--- config.mk ---
export PLATFORM = sky130hd
export DESIGN_NAME = dpram_port_arbiter
export DESIGN_NICKNAME = d
export VERILOG_FILES = /design/src/rtl/dpram_arb_pkg.sv /design/src/rtl/dpram_port_arbiter_rr_pick.sv /design/src/rtl/dpram_port_arbiter.sv
export SDC_FILE = /design/constraint.sdc
export NUM_CORES = 1
export LEC_CHECK = 0
export CAP_MARGIN = 20
export CORE_AREA = 2 2 120 122
export DETAILED_ROUTE_END_ITERATION = 6
export DIE_AREA = 0 0 122 124
export SKIP_LAST_GASP = 1
export SYNTH_ARGS = -nofsm -noshare
export SYNTH_HDL_FRONTEND = slang
export SYNTH_HIERARCHICAL = 1
export SYNTH_SLANG_ARGS = --single-unit
--- constraint.sdc ---
create_clock -name clk -period 3 [get_ports clk]
set_input_delay 0.3 -clock clk [delete_from_list [all_inputs] [get_ports clk]]
set_output_delay 0.3 -clock clk [all_outputs]
set_load 0.02 [all_outputs]
--- src/rtl/dpram_arb_pkg.sv ---
// Shared types and helpers for the dual-port RAM port arbiter.
// The LOCKED state is only used when DPRAM_ARB_LOCK_EN is defined.
package dpram_arb_pkg;

  localparam int MAX_REQ = 8;
  localparam int MAX_IW  = $clog2(MAX_REQ);

  typedef enum logic {
    ARB    = 1'b0,
    LOCKED = 1'b1
  } arb_state_t;

  // Index to one-hot vector over the largest supported requester count.
  function automatic logic [MAX_REQ-1:0] onehot(input logic [MAX_IW-1:0] idx);
    logic [MAX_REQ-1:0] v;
    v      = '0;
    v[idx] = 1'b1;
    return v;
  endfunction

endpackage

--- src/rtl/dpram_port_arbiter_rr_pick.sv ---
// Rotating-priority picker. The search starts at ptr_i and ascends,
// wrapping modulo N. This is written out explicitly, so N does not
// need to be a power of two.
module rr_pick #(
  parameter int N  = 4,
  parameter int IW = $clog2(N)
) (
  input  logic [N-1:0]  req_i,
  input  logic [IW-1:0] ptr_i,
  output logic [N-1:0]  grant_o,
  output logic [IW-1:0] idx_o,
  output logic          any_o
);

  // The first requester found, counting upward from ptr_i, wins.
  always_comb begin : pick
    int   j;
    logic found;
    j       = 0;
    found   = 1'b0;
    grant_o = '0;
    idx_o   = '0;
    for (int k = 0; k < N; k++) begin
      j = int'(ptr_i) + k;
      if (j >= N) j = j - N;
      if (!found && req_i[j]) begin
        found      = 1'b1;
        grant_o[j] = 1'b1;
        idx_o      = IW'(j);
      end
    end
    any_o = found;
  end

endmodule

--- src/rtl/dpram_port_arbiter.sv ---
// Round-robin arbiter that shares one RAM port among NUM_REQ requesters.
// A read returns a one-hot tagged response one cycle after it is issued.
// Optional grant lock for read-modify-write sequences: DPRAM_ARB_LOCK_EN.
module dpram_port_arbiter
  import dpram_arb_pkg::*;
#(
  parameter int NUM_REQ = 4,
  parameter int AWIDTH  = 10,
  parameter int DWIDTH  = 32
) (
  input  logic                      clk,
  input  logic                      resetn,
  input  logic [NUM_REQ-1:0]        req_valid,
  output logic [NUM_REQ-1:0]        req_ready,
  input  logic [NUM_REQ-1:0]        req_wren,
  input  logic [NUM_REQ*AWIDTH-1:0] req_addr,
  input  logic [NUM_REQ*DWIDTH-1:0] req_data,
  input  logic [NUM_REQ*DWIDTH/8-1:0] req_byteen,
`ifdef DPRAM_ARB_LOCK_EN
  input  logic [NUM_REQ-1:0]        req_lock,
`endif
  output logic [NUM_REQ-1:0]        rsp_valid,
  output logic [DWIDTH-1:0]         rsp_data,
  output logic [AWIDTH-1:0]         ram_address,
  output logic                      ram_wren,
  output logic [DWIDTH-1:0]         ram_data,
  output logic [DWIDTH/8-1:0]       ram_byteen,
  input  logic [DWIDTH-1:0]         ram_out
);

  localparam int IW = $clog2(NUM_REQ);
  localparam int BW = DWIDTH / 8;

  logic [IW-1:0]      rr_ptr_q, rr_ptr_d;
  logic [IW-1:0]      rsp_tag_q, rsp_tag_d;
  logic               rsp_pend_q, rsp_pend_d;
  logic [NUM_REQ-1:0] lock_mask;
  logic [NUM_REQ-1:0] cand;
  logic [NUM_REQ-1:0] pick_grant;
  logic [IW-1:0]      g;
  logic               pick_any;
  logic               xfer;
  logic [MAX_REQ-1:0] tag_oh;

`ifdef DPRAM_ARB_LOCK_EN
  arb_state_t         state_q, state_d;
  logic [IW-1:0]      owner_q, owner_d;
  logic [MAX_REQ-1:0] owner_oh;

  // Lock FSM state register.
  always_ff @(posedge clk or negedge resetn) begin
    if (!resetn) begin
      state_q <= ARB;
      owner_q <= '0;
    end else begin
      state_q <= state_d;
      owner_q <= owner_d;
    end
  end

  // Lock FSM next state. When LOCKED, only the owner can transfer.
  always_comb begin
    state_d = state_q;
    owner_d = owner_q;
    case (state_q)
      ARB: begin
        if (xfer && req_lock[g]) begin
          state_d = LOCKED;
          owner_d = g;
        end
      end
      LOCKED: begin
        if (xfer && !req_lock[g]) state_d = ARB;
      end
      default: state_d = ARB;
    endcase
  end

  // Lock FSM output: restrict the candidate set to the owner while locked.
  always_comb begin
    owner_oh  = onehot(MAX_IW'(owner_q));
    lock_mask = '1;
    if (state_q == LOCKED) lock_mask = owner_oh[NUM_REQ-1:0];
  end
`else
  // Without the lock feature, every requester can always be granted.
  always_comb begin
    lock_mask = '1;
  end
`endif

  assign cand = req_valid & lock_mask;

  rr_pick #(
    .N  (NUM_REQ),
    .IW (IW)
  ) u_pick (
    .req_i   (cand),
    .ptr_i   (rr_ptr_q),
    .grant_o (pick_grant),
    .idx_o   (g),
    .any_o   (pick_any)
  );

  // A grant is a transfer, because only valid requesters are candidates.
  // Gating with resetn keeps the grant and writes off while reset is asserted.
  assign req_ready = pick_grant & {NUM_REQ{resetn}};
  assign xfer      = pick_any & resetn;

  // Combinational RAM request mux. With no grant, all RAM outputs are zero.
  always_comb begin
    ram_address = '0;
    ram_wren    = 1'b0;
    ram_data    = '0;
    ram_byteen  = '0;
    if (xfer) begin
      ram_address = req_addr[int'(g)*AWIDTH +: AWIDTH];
      ram_wren    = req_wren[g];
      ram_data    = req_data[int'(g)*DWIDTH +: DWIDTH];
      ram_byteen  = req_byteen[int'(g)*BW +: BW];
    end
  end

  // Next-state logic for the rotating pointer and the pending-response tracker.
  always_comb begin
    rr_ptr_d   = rr_ptr_q;
    rsp_tag_d  = rsp_tag_q;
    rsp_pend_d = 1'b0;
    if (xfer) begin
      rr_ptr_d   = (g == IW'(NUM_REQ - 1)) ? '0 : g + IW'(1);
      rsp_tag_d  = g;
      rsp_pend_d = ~req_wren[g];
    end
  end

  // Arbiter state registers. Reset drops any response still in flight.
  always_ff @(posedge clk or negedge resetn) begin
    if (!resetn) begin
      rr_ptr_q   <= '0;
      rsp_tag_q  <= '0;
      rsp_pend_q <= 1'b0;
    end else begin
      rr_ptr_q   <= rr_ptr_d;
      rsp_tag_q  <= rsp_tag_d;
      rsp_pend_q <= rsp_pend_d;
    end
  end

  // Response: the tag is one-hot and is qualified by the pending flag.
  // The data is the RAM's registered output, broadcast to all requesters.
  always_comb begin
    tag_oh    = onehot(MAX_IW'(rsp_tag_q));
    rsp_valid = tag_oh[NUM_REQ-1:0] & {NUM_REQ{rsp_pend_q}};
    rsp_data  = ram_out;
  end

endmodule

======== After elaboration in Yosys (flattened, before gate mapping) ========
Cells that the tools add are included.
storage, ports and cells
  register bits after elaboration ......... 5
  word-level logic and storage cells ...... 95
operators by class
  eq/ne operators ......................... 1
  muxes and demuxes ....................... 46
  magnitude comparators ................... 15
  shifts and indexed selects .............. 3
  multiply operators ...................... 1
  bitwise logic cells ..................... 7
  reductions and logical operators ........ 11
  add/subtract/negate cells ............... 8
operator list
  kind                     count
  $mux W32                 5
  $ge A32 B1 Y1 const B    4
  $lt A32 B4 Y1 const B    4
  $shiftx A128 B8 Y32      1
  $ge A32 B4 Y1 const B    3
  $sub A32 B4 Y32 const B  3
  $shiftx A40 B7 Y10       1
  $mux W1                  20
  $mux W4                  5
  $shiftx A16 B5 Y4        1
  $or A4 B4 Y4             3
  $bmux W1 S2              5
  $demux W1 S2             5
  $mux W10                 1
  $mux W2                  5
  $and A4 B4 Y4            2
  $logic_and A1 B1 Y1      8
  $add A2 B2 Y3 const B    2
  $mul A2 B3 Y5 const B    1
  $lt A2 B4 Y1 const B     1
  $sub A2 B3 Y4 const B    1
  $add A2 B1 Y3 const B    1
  $ge A2 B3 Y1 const B     1
  $logic_not A1 Y1         3
  6 further kinds          6

======== Logic depth before layout (Yosys ltp) ========
Gate-level depths: netlist of the first run.
  word-level depth ........................ 19
  gate-level depth with buffers ........... 12
  depth with buffers taken out ............ 9

======== Cells and area by module ========
Netlist of the first run, hierarchy kept.
modules (own cells, without submodules)
  module              area an instance (um^2)  sequential area each (um^2)  cells an instance  times used
  dpram_port_arbiter  1,881.8                  125.1                        221                1
  rr_pick             459.2                    0.0                          48                 1

======== Least setup slack after synthesis of the first run ========
OpenSTA, ideal clock, no wires.
  path kind ............................... register to output
  start ................................... register rr_ptr_q[0]
  end ..................................... output ram_address[6]
  cell stages (with the launch flop) ...... 13
  slack ................................... -0.247 ns
  data required time ...................... 2.700 ns
  arrival ................................. 2.947 ns
  cells stage by stage .................... dfrtp_1 > buf_6 > inv_1 > ha_1 > mux4_2 > buf_6 > nor4b_4 > nor2_1 > a32o_1 > buf_4 > buf_4 > mux2i_1 > o22ai_1
between the ends
  cells in the longest elaborated chain, start to end .. 18
  elaborated cells on any way between the ends .. 45
  classes of those cells .................. 7 x add/sub; 1 x mul; 4 x order compare; 1 x shift; 25 x mux; 1 x bitwise; 6 x reduce/logical
RTL lines
  element                                                   line                              RTL
  from (decl)                                               dpram_port_arbiter.sv:34          logic [IW-1:0] rr_ptr_q, rr_ptr_d;
  from (signal assigned)                                    dpram_port_arbiter.sv:143         rr_ptr_q <= rr_ptr_d;
  branches (longest 14 deep; another with $sub A32 B4 Y32)  n/a
  $mux W2 *                                                 dpram_port_arbiter_rr_pick.sv:26  if (!found && req_i[j]) begin
  net g[1]                                                  dpram_port_arbiter.sv:40          logic [IW-1:0] g;
  $mul A2 B3 Y5 *                                           dpram_port_arbiter.sv:117         ram_address = req_addr[int'(g)*AWIDTH +: AWIDTH];
  $shiftx A40 B7 Y10 *                                      dpram_port_arbiter.sv:117
  $mux W10 *                                                dpram_port_arbiter.sv:116         if (xfer) begin
  to (decl)                                                 dpram_port_arbiter.sv:24          output logic [AWIDTH-1:0] ram_address,
Mark *: on every way through the listed nets, which the timed path passes. The select of a mux whose other input is x is not followed.

======== Worst setup path after layout of the first run ========
  start ................................... register rr_ptr_q[0]
  end ..................................... output ram_data[19]
between the ends
  cells in the longest elaborated chain, start to end .. 17
  elaborated cells on any way between the ends .. 44
  classes of those cells .................. 7 x add/sub; 4 x order compare; 1 x shift; 25 x mux; 1 x bitwise; 6 x reduce/logical
RTL lines
  element                                                   line                              RTL
  branches (longest 14 deep; another with $sub A32 B4 Y32)  n/a
  $mux W2 *                                                 dpram_port_arbiter_rr_pick.sv:26
  net g[1]                                                  dpram_port_arbiter.sv:40
  $shiftx A128 B8 Y32 *                                     dpram_port_arbiter.sv:119         ram_data = req_data[int'(g)*DWIDTH +: DWIDTH];
  $mux W32 *                                                dpram_port_arbiter.sv:116
  to (decl)                                                 dpram_port_arbiter.sv:26          output logic [DWIDTH-1:0] ram_data,
Marked as above.

==> results of run 1 <==
## cells by family after synthesis
family / count (synthesis) / share of synthesized area, %
adder cells (fa/ha/maj): 9 / 4.81
buffers and inverters: 58 / 16.9
flip-flops: 5 / 5.34
AO/OA/AOI/OAI: 67 / 18.8
multiplexers: 103 / 46.7
AND/OR/NAND/NOR: 27 / 7.54
## final cells by class
type                            instances  area (sq um)
Fill cell                            1265          7490
Tap cell                              180           225
Inverter                                3          13.8
Multi-Input combinational cell        206          2510
Timing Repair Buffer                  311          3270
Sequential cell                         5           128
Clock buffer                            4          78.8
## layout by cell type (no fill, tap or decap), types with 2 or more instances in the layout
cell / count
and2_1: 4
nand2b_1: 2
mux2i_1: 79
dlygate4sd2_1: 6
clkbuf_16: 5
mux2i_4: 6
mux2_2: 3
mux2i_2: 11
o21ai_0: 4
dfrtp_1: 3
dfrtp_2: 2
and3_1: 2
o22ai_4: 26
buf_16: 2
o22ai_2: 21
nand2_1: 2
nor2_1: 4
clkdlybuf4s50_1: 194
buf_12: 12
ha_1: 8
buf_6: 55
buf_4: 38
and3b_1: 2
mux4_2: 4
nand3b_1: 2
a22oi_1: 8
## per-layer routing
layer / vias up / part of all wire [%] / track usage [%]
li1: 1536 / - / -
met1: 1481 / 35 / 14.4
met2: 189 / 53 / 28.3
met3: 11 / 10 / 4.17
met4: 0 / 1.3 / 3.16
met5: - / 0 / 0
## what timing repair did
item	in CTS	in global routing
pin swaps	10	16
endpoints found under the setup margin	51	48
cloned	4	3
gates resized for setup	325	30
buffers inserted	15	7
## per-stage QoR
step | power (mW) | setup slack [ns] | util (%)
after floorplan | 4.83 | -0.0584 | -
after global placement | 7.26 | -0.702 | 40.4
after detailed placement | 7.32 | -0.766 | 40.4
after CTS | 8.84 | -0.246 | 44.1
after global routing | 9.57 | -0.390 | 45.4
final | 9.06 | -0.277 | 45.4
## how the worst min path moves through the flow
stage,start,to,depth (start not counted)
final,rsp_tag_q[0],rsp_tag_q[0],1
after global routing,rsp_tag_q[0],rsp_tag_q[0],1
after CTS,rsp_tag_q[0],rsp_tag_q[0],1
after detailed placement,rsp_tag_q[0],rsp_tag_q[0],1
after global placement,rsp_tag_q[0],rsp_tag_q[0],1
after floorplan,resetn,rr_ptr_q[0],0
## state kept, by name (all words and copies together), names as in the netlist
name and count:
rsp_tag_q 2, rr_ptr_q 2, rsp_pend_q 1
## power groups by stage
stage / logic [mW] / registers (mW) / clock network [mW]
floorplan: 4.68 / 0.144 / 0
detailed placement: 7.17 / 0.150 / 0
global placement: 7.11 / 0.151 / 0
global route: 9.18 / 0.157 / 0.231
CTS: 8.46 / 0.152 / 0.225
finish: 8.69 / 0.150 / 0.221
==> metrics.md, run 1 <==
| Metric | Value |
|---|---|
| Worst setup endpoint | `ram_data[19]` |
| Vias in the first global route | `3487` |
| Remaining DRCs | `0` |
| Syn Std Cell Area | `0.00234 sq mm` |
| Seq pwr share | `1.7%` |
| Switching share of power | `45.1%` |
| Clk pwr share | `2.4%` |
| Crit path time final | `3.28 ns` |
| Inst Count DP | `681` |
| Vias/cell | `4.54` |
| Synth unique cells | `35` |
| Max incr delay on CP | `0.60 ns` |
| Failing checks | `negative setup slack` |
| Ant diodes | `0` |
| Final worst-path setup slack | `-0.277 ns` |
| Psw | `4.08 mW` |
| Grt total ovfl | `0` |
| Reg clk slew, reported paths | `0.03 ns` |
| Area contributors post-synth | `mux2i_1 41%, o22ai_1 13%, buf_4 13%` |
| DRT iter0 DRCs | `83` |
| Largest net degree at the start of global routing | `30` |
| Die Span Y | `124 um` |
| WP depth | `10` |
| FF-to-FF End | `rsp_pend_q` |
| Final WL | `12300 um` |
| P_int | `4.97 mW` |
| Mapped Nets | `504` |
| DIE AREA | `0.0151 sq mm` |
| RSZ-0062 raised after global routing | `yes` |
| Comb power frac | `95.9%` |
| Fmax | `305 MHz` |
| Worst Hold Margin | `0.538 ns` |
| Top cells by count, synth | `96 x mux2i_1, 47 x o22ai_1, 39 x buf_4` |
| Clk Latency, worst-skew pair | `0.23 ns` |
| First-pass GRT wire length | `17000 um` |
| CTS Buffer Depth | `2` |
| Top_reg_cell synth | `dfrtp_1` |
| VDD IR max | `0.657 mV` |
| Most common cell in the netlist | `mux2i_1` |
| CP Max Fanout | `12` |
| Seq/Total Area, Yosys | `5.34%` |
| Crit Path Category | `flip-flop to primary output` |
| Final-stage net count | `765` |
| Final Instance Area | `0.00622 sq mm` |
| TritonRoute pass-1 iters | `4` |
| Final period util | `109%` |
| WL per Instance | `17.3 um` |
| Placement Rows | `43` |
| Final Max Slew Viols | `0` |
| # clock sinks | `5` |
| Worst min path class | `flip-flop to flip-flop` |
| RePlAce Congestion | `0.746` |
| CTS Buf Count | `3` |
| Critical Path AT | `2.98 ns` |
| Clock skew | `0.00135 ns` |
| Slowest CP cell | `mux4_2` |
| Flops & latches, synth | `5` |
| Die Width | `122 um` |
| CTS tree | `built` |
| Cells after synthesis | `269` |
| Number of H-tree levels | `1` |
| Initial Utilization | `17.1%` |
| Crit path from | `rr_ptr_q[0]` |
| Critical-path cell list | `buf_6, mux4_2, nor4b_4, nor2_1, a32o_4, nand3b_1, buf_4, buf_12, o22ai_4, buf_6` |
| Worst R2R Path Depth | `10` |
| Max-cap violations | `0` |
| Layout area overhead | `166%` |
| Routed Antenna Nets | `0` |
| Largest delay share family, worst path | `simple AND/OR/NAND/NOR gates` |
| Rel. slew slack | `66.9%` |
| Fraction of registers with async set or reset after synthesis | `100%` |
| Fin Setup TNS | `-9.82 ns` |
| Avg Cell Area, Syn | `8.70 sq um` |
| Area leader, netlist | `mux2i_1` |
| Final hold violation count | `0` |
| EDFF count, synth | `0` |
| Worst slew pin tran | `0.483 ns` |
| Share of cells above drive strength 1 | `37.8%` |
| Hold bufs inserted after CTS | `0` |
| CP endpoint kind | `primary output` |
| Num ports | `313` |
| Post-DP HPWL | `9320 um` |
| Buffers and inverters on the worst path | `4` |
| Setup Viol. Count Final | `47` |
| Cell Area, Placed | `0.00555 sq mm` |
| Critical Path Start Type | `flip-flop` |
| Status | `complete, but fails checks` |
| Routed vias | `3217` |
| PD cells | `1460 mW/mm^2` |
| R2r startpoint | `rr_ptr_q[0]` |
| R2R Setup Slk | `0.14 ns` |
| Pleak | `2.50 nW` |
| Antenna violations before repair | `0` |
| IO Port Bufs | `248` |
| CTS root buffer | `clkbuf_16` |
| Fin cells | `709` |
| Global Route Usage Sum | `14.2%` |
| Core Region | `0.0137 sq mm` |
| Yosys warnings | `6` |
| Share of the synthesized area in the top cell type | `41.0%` |
| CP required | `2.70 ns` |
| Most used cell, CP | `buf_6` |
Note: power is estimated with default switching activity, not from simulation.
==> run 2: changes to the inputs <==
--- a/config.mk
+++ b/config.mk
@@ -7,8 +7,10 @@
 export LEC_CHECK = 0
 export CAP_MARGIN = 20
 export CORE_AREA = 2 2 120 122
+export CTS_CLUSTER_SIZE = 16
 export DETAILED_ROUTE_END_ITERATION = 6
 export DIE_AREA = 0 0 122 124
+export GPL_ROUTABILITY_DRIVEN = 0
 export SKIP_LAST_GASP = 1
 export SYNTH_ARGS = -nofsm -noshare
 export SYNTH_HDL_FRONTEND = slang
==> results of run 2 <==
Same layout as run 1: the final DEF is identical, and so are final timing and power.
==> run 3: changes to the inputs <==
--- a/config.mk
+++ b/config.mk
@@ -6,10 +6,10 @@
 export NUM_CORES = 1
 export LEC_CHECK = 0
 export CAP_MARGIN = 20
-export CORE_AREA = 2 2 120 122
+export CORE_AREA = 2 2 123 125
 export CTS_CLUSTER_SIZE = 16
 export DETAILED_ROUTE_END_ITERATION = 6
-export DIE_AREA = 0 0 122 124
+export DIE_AREA = 0 0 125 127
 export GPL_ROUTABILITY_DRIVEN = 0
 export SKIP_LAST_GASP = 1
 export SYNTH_ARGS = -nofsm -noshare
==> constraint.sdc (replaced) <==
create_clock -name clk -period 3.54 [get_ports clk]
set_input_delay 0.354 -clock clk [delete_from_list [all_inputs] [get_ports clk]]
set_output_delay 0.354 -clock clk [all_outputs]
set_load 0.02 [all_outputs]
==> metrics.md, run 3 (same netlist as run 1, synthesis figures left out) <==
| Metric | Value |
|---|---|
| Worst min path class | `flip-flop to flip-flop (unchanged)` |
| # clock sinks | `5 (unchanged)` |
| TritonRoute pass-1 iters | `4 (unchanged)` |
| Max-cap violations | `0 (unchanged)` |
| Setup Viol. Count Final | `0 (was 47)` |
| Routed Antenna Nets | `0 (unchanged)` |
| CTS tree | `built (unchanged)` |
| Fin Setup TNS | `0 ns (was -9.82 ns)` |
| Grt total ovfl | `0 (unchanged)` |
| Final period util | `98.2%` |
| Status | `completed (was complete, but fails checks)` |
| Most common cell after layout, fill and taps aside | `clkdlybuf4s50_1 (unchanged)` |
| Most used cell, CP | `buf_12 (was buf_6)` |
| Critical Path AT | `3.12 ns (was 2.98 ns)` |
| Critical-path cell list | `clkdlybuf4s50_1, mux4_2, buf_4, nor3_2, a32o_2, buf_12, buf_12, mux2i_2, o22ai_1, dlygate4sd2_1 (was buf_6, mux4_2, nor4b_4, nor2_1, a32o_4, nand3b_1, buf_4, buf_12, o22ai_4, buf_6)` |
| CP Max Fanout | `17 (was 12)` |
| Max incr delay on CP | `0.59 ns (was 0.60 ns)` |
| Core Region | `0.0144 sq mm (was 0.0137 sq mm)` |
| Pleak | `2.23 nW (was 2.50 nW)` |
| CP endpoint kind | `primary output (unchanged)` |
| CP required | `3.19 ns (was 2.70 ns)` |
| DIE AREA | `0.0159 sq mm (was 0.0151 sq mm)` |
| Routed vias | `3121 (was 3217)` |
| Inst Count DP | `682 (was 681)` |
| Post-DP HPWL | `10100 um (was 9320 um)` |
| Clk Latency, worst-skew pair | `0.23 ns (about the same)` |
| FF-to-FF End | `rr_ptr_q[1] (was rsp_pend_q)` |
| Vias in the first global route | `3294 (was 3487)` |
| Vias/cell | `4.52 (was 4.54)` |
| Most frequent cells in the layout | `201 x clkdlybuf4s50_1, 91 x mux2i_1, 47 x o22ai_1 (was 194 x clkdlybuf4s50_1, 79 x mux2i_1, 55 x buf_6)` |
| Critical Path Start Type | `input pin (was flip-flop)` |
| Slowest CP cell | `mux4_2 (unchanged)` |
| Layout area overhead | `120% (was 166%)` |
| WHS Endpoint | `rsp_tag_q[0] (unchanged)` |
| Final-stage net count | `743 (was 765)` |
| PD cells | `1040 mW/mm^2 (was 1460 mW/mm^2)` |
| Final WL | `11900 um (was 12300 um)` |
| Final hold violation count | `0 (unchanged)` |
| Die Span Y | `127 um (was 124 um)` |
| Crit Path Category | `input pin to primary output (was flip-flop to primary output)` |
| Global Route Usage Sum | `13.8% (was 14.2%)` |
| RSZ-0062 raised after global routing | `yes (unchanged)` |
| Crit path time final | `3.48 ns` |
| Fin cells | `691 (was 709)` |
| Largest net degree at the start of global routing | `35 (was 30)` |
| Share of cells above drive strength 1 | `14.2% (was 37.8%)` |
| IO Port Bufs | `248 (unchanged)` |
| Number of H-tree levels | `1 (unchanged)` |
| Hold depth | `1 (unchanged)` |
| Fill cell count | `1501 (was 1265)` |
| Final Max Slew Viols | `0 (unchanged)` |
| Antenna violations before repair | `0 (unchanged)` |
| Ant diodes | `0 (unchanged)` |
| Die Width | `125 um (was 122 um)` |
| CTS Buf Count | `3 (unchanged)` |
| First-pass GRT wire length | `17700 um (was 17000 um)` |
| R2R Setup Slk | `0.78 ns (was 0.14 ns)` |
| Worst slew pin tran | `0.358 ns (was 0.483 ns)` |
| Fmax | `288 MHz` |
| DRT iter0 DRCs | `107 (was 83)` |
| R2r startpoint | `rr_ptr_q[1] (was rr_ptr_q[0])` |
| Num ports | `313 (unchanged)` |
| Crit path from | `req_valid[3] (was rr_ptr_q[0])` |
| Remaining DRCs | `0 (unchanged)` |
| CTS root buffer | `clkbuf_16 (unchanged)` |
| Reg clk slew, reported paths | `0.03 ns (about the same)` |
| WL per Instance | `17.3 um (about the same)` |
| Placement Rows | `44 (was 43)` |
| Final worst-path setup slack | `0.0629 ns (was -0.277 ns)` |
| Worst R2R Path Depth | `10 (unchanged)` |
| CTS Buffer Depth | `2 (unchanged)` |
| Post-place setup slack | `-0.293 ns (was -0.766 ns)` |
| Clock skew | `0.000437 ns (was 0.00135 ns)` |
| Hold bufs inserted after CTS | `0 (unchanged)` |
| Rel. slew slack | `76.2% (was 66.9%)` |
| Biggest regs | `rr_ptr_q (2), rsp_tag_q (2), rsp_pend_q (1) (unchanged)` |
| Hold_sp | `rsp_tag_q[0] (unchanged)` |
| Initial Utilization | `16.2% (was 17.1%)` |
| VDD IR max | `0.449 mV (was 0.657 mV)` |
## run 3: changes by cell type in the layout (fill, tap and decap cells not counted), sizes merged
cell,before,now
dlygate4sd2,6,24
clkbuf,6,13
buf,108,41
clkdlybuf4s15,0,13
clkdlybuf4s50,194,201
## run 3: worst max-delay path, delay by kind of cell
family | cells | cell delay, ns
and+or+nand+nor | 1 | 0.21
buffers and inverters | 5 | 1.34
muxes | 2 | 0.81
AOI/OAI and AO/OA | 2 | 0.38
## run 3: metrics by stage
step / total power [mW] / cell area, sq um / hold WS (ns) / utilization (%)
after floorplan: 3.20 / 2340 / 0.0584 / -
after global placement: 5.29 / 5080 / 0.530 / 35.2
after detailed placement: 5.35 / 5080 / 0.546 / 35.2
after CTS: 5.30 / 5120 / 0.555 / 35.5
after global routing: 5.74 / 5160 / 0.581 / 35.8
final: 5.38 / 5160 / 0.551 / 35.8
## run 3: repair_timing
action | CTS | global route
endpoints found under the setup margin | 47 | 47
endpoints found under the hold margin | 0 | 0
pin swaps | 1 | 1
buffers inserted | 1 | 4
gates resized for setup | 53 | 35
## run 3: worst max path at each step
stage,slack (ns),to,cells after the start
after floorplan,0.24,ram_address[6],12
after global placement,-0.26,ram_address[1],9
after detailed placement,-0.29,ram_address[1],9
after CTS,-0.19,ram_byteen[1],11
after global routing,-0.03,ram_address[6],11
final,0.06,ram_data[14],10
## run 3: routing by layer
layer | vias to the layer above | wire length (um) | global-route usage, %
li1 | 1490 | - | -
met5 | - | 0 | 0
met4 | 0 | 337 | 4.25
met3 | 26 | 1210 | 4.36
met1 | 1404 | 4310 | 14.3
met2 | 201 | 6080 | 26.3
## run 3: final cells by class
| cell class | instances | area, sq um | area share (%) |
|---|---|---|---|
| repair buffers | 289 | 2840 | 55.1 |
| multi-input cells | 206 | 1870 | 36.2 |
| well taps | 184 | 230 | 4.46 |
| flip-flops and latches | 5 | 126 | 2.45 |
| clock buffers | 4 | 78.8 | 1.53 |
| inverters | 3 | 11.3 | 0.218 |
## run 3: power by group
group / switching, mW / internal (mW) / total, mW
registers: 0.0366 / 0.0885 / 0.125
clock network: 0.0410 / 0.150 / 0.191
logic: 2.50 / 2.56 / 5.06
total: 2.58 / 2.80 / 5.38
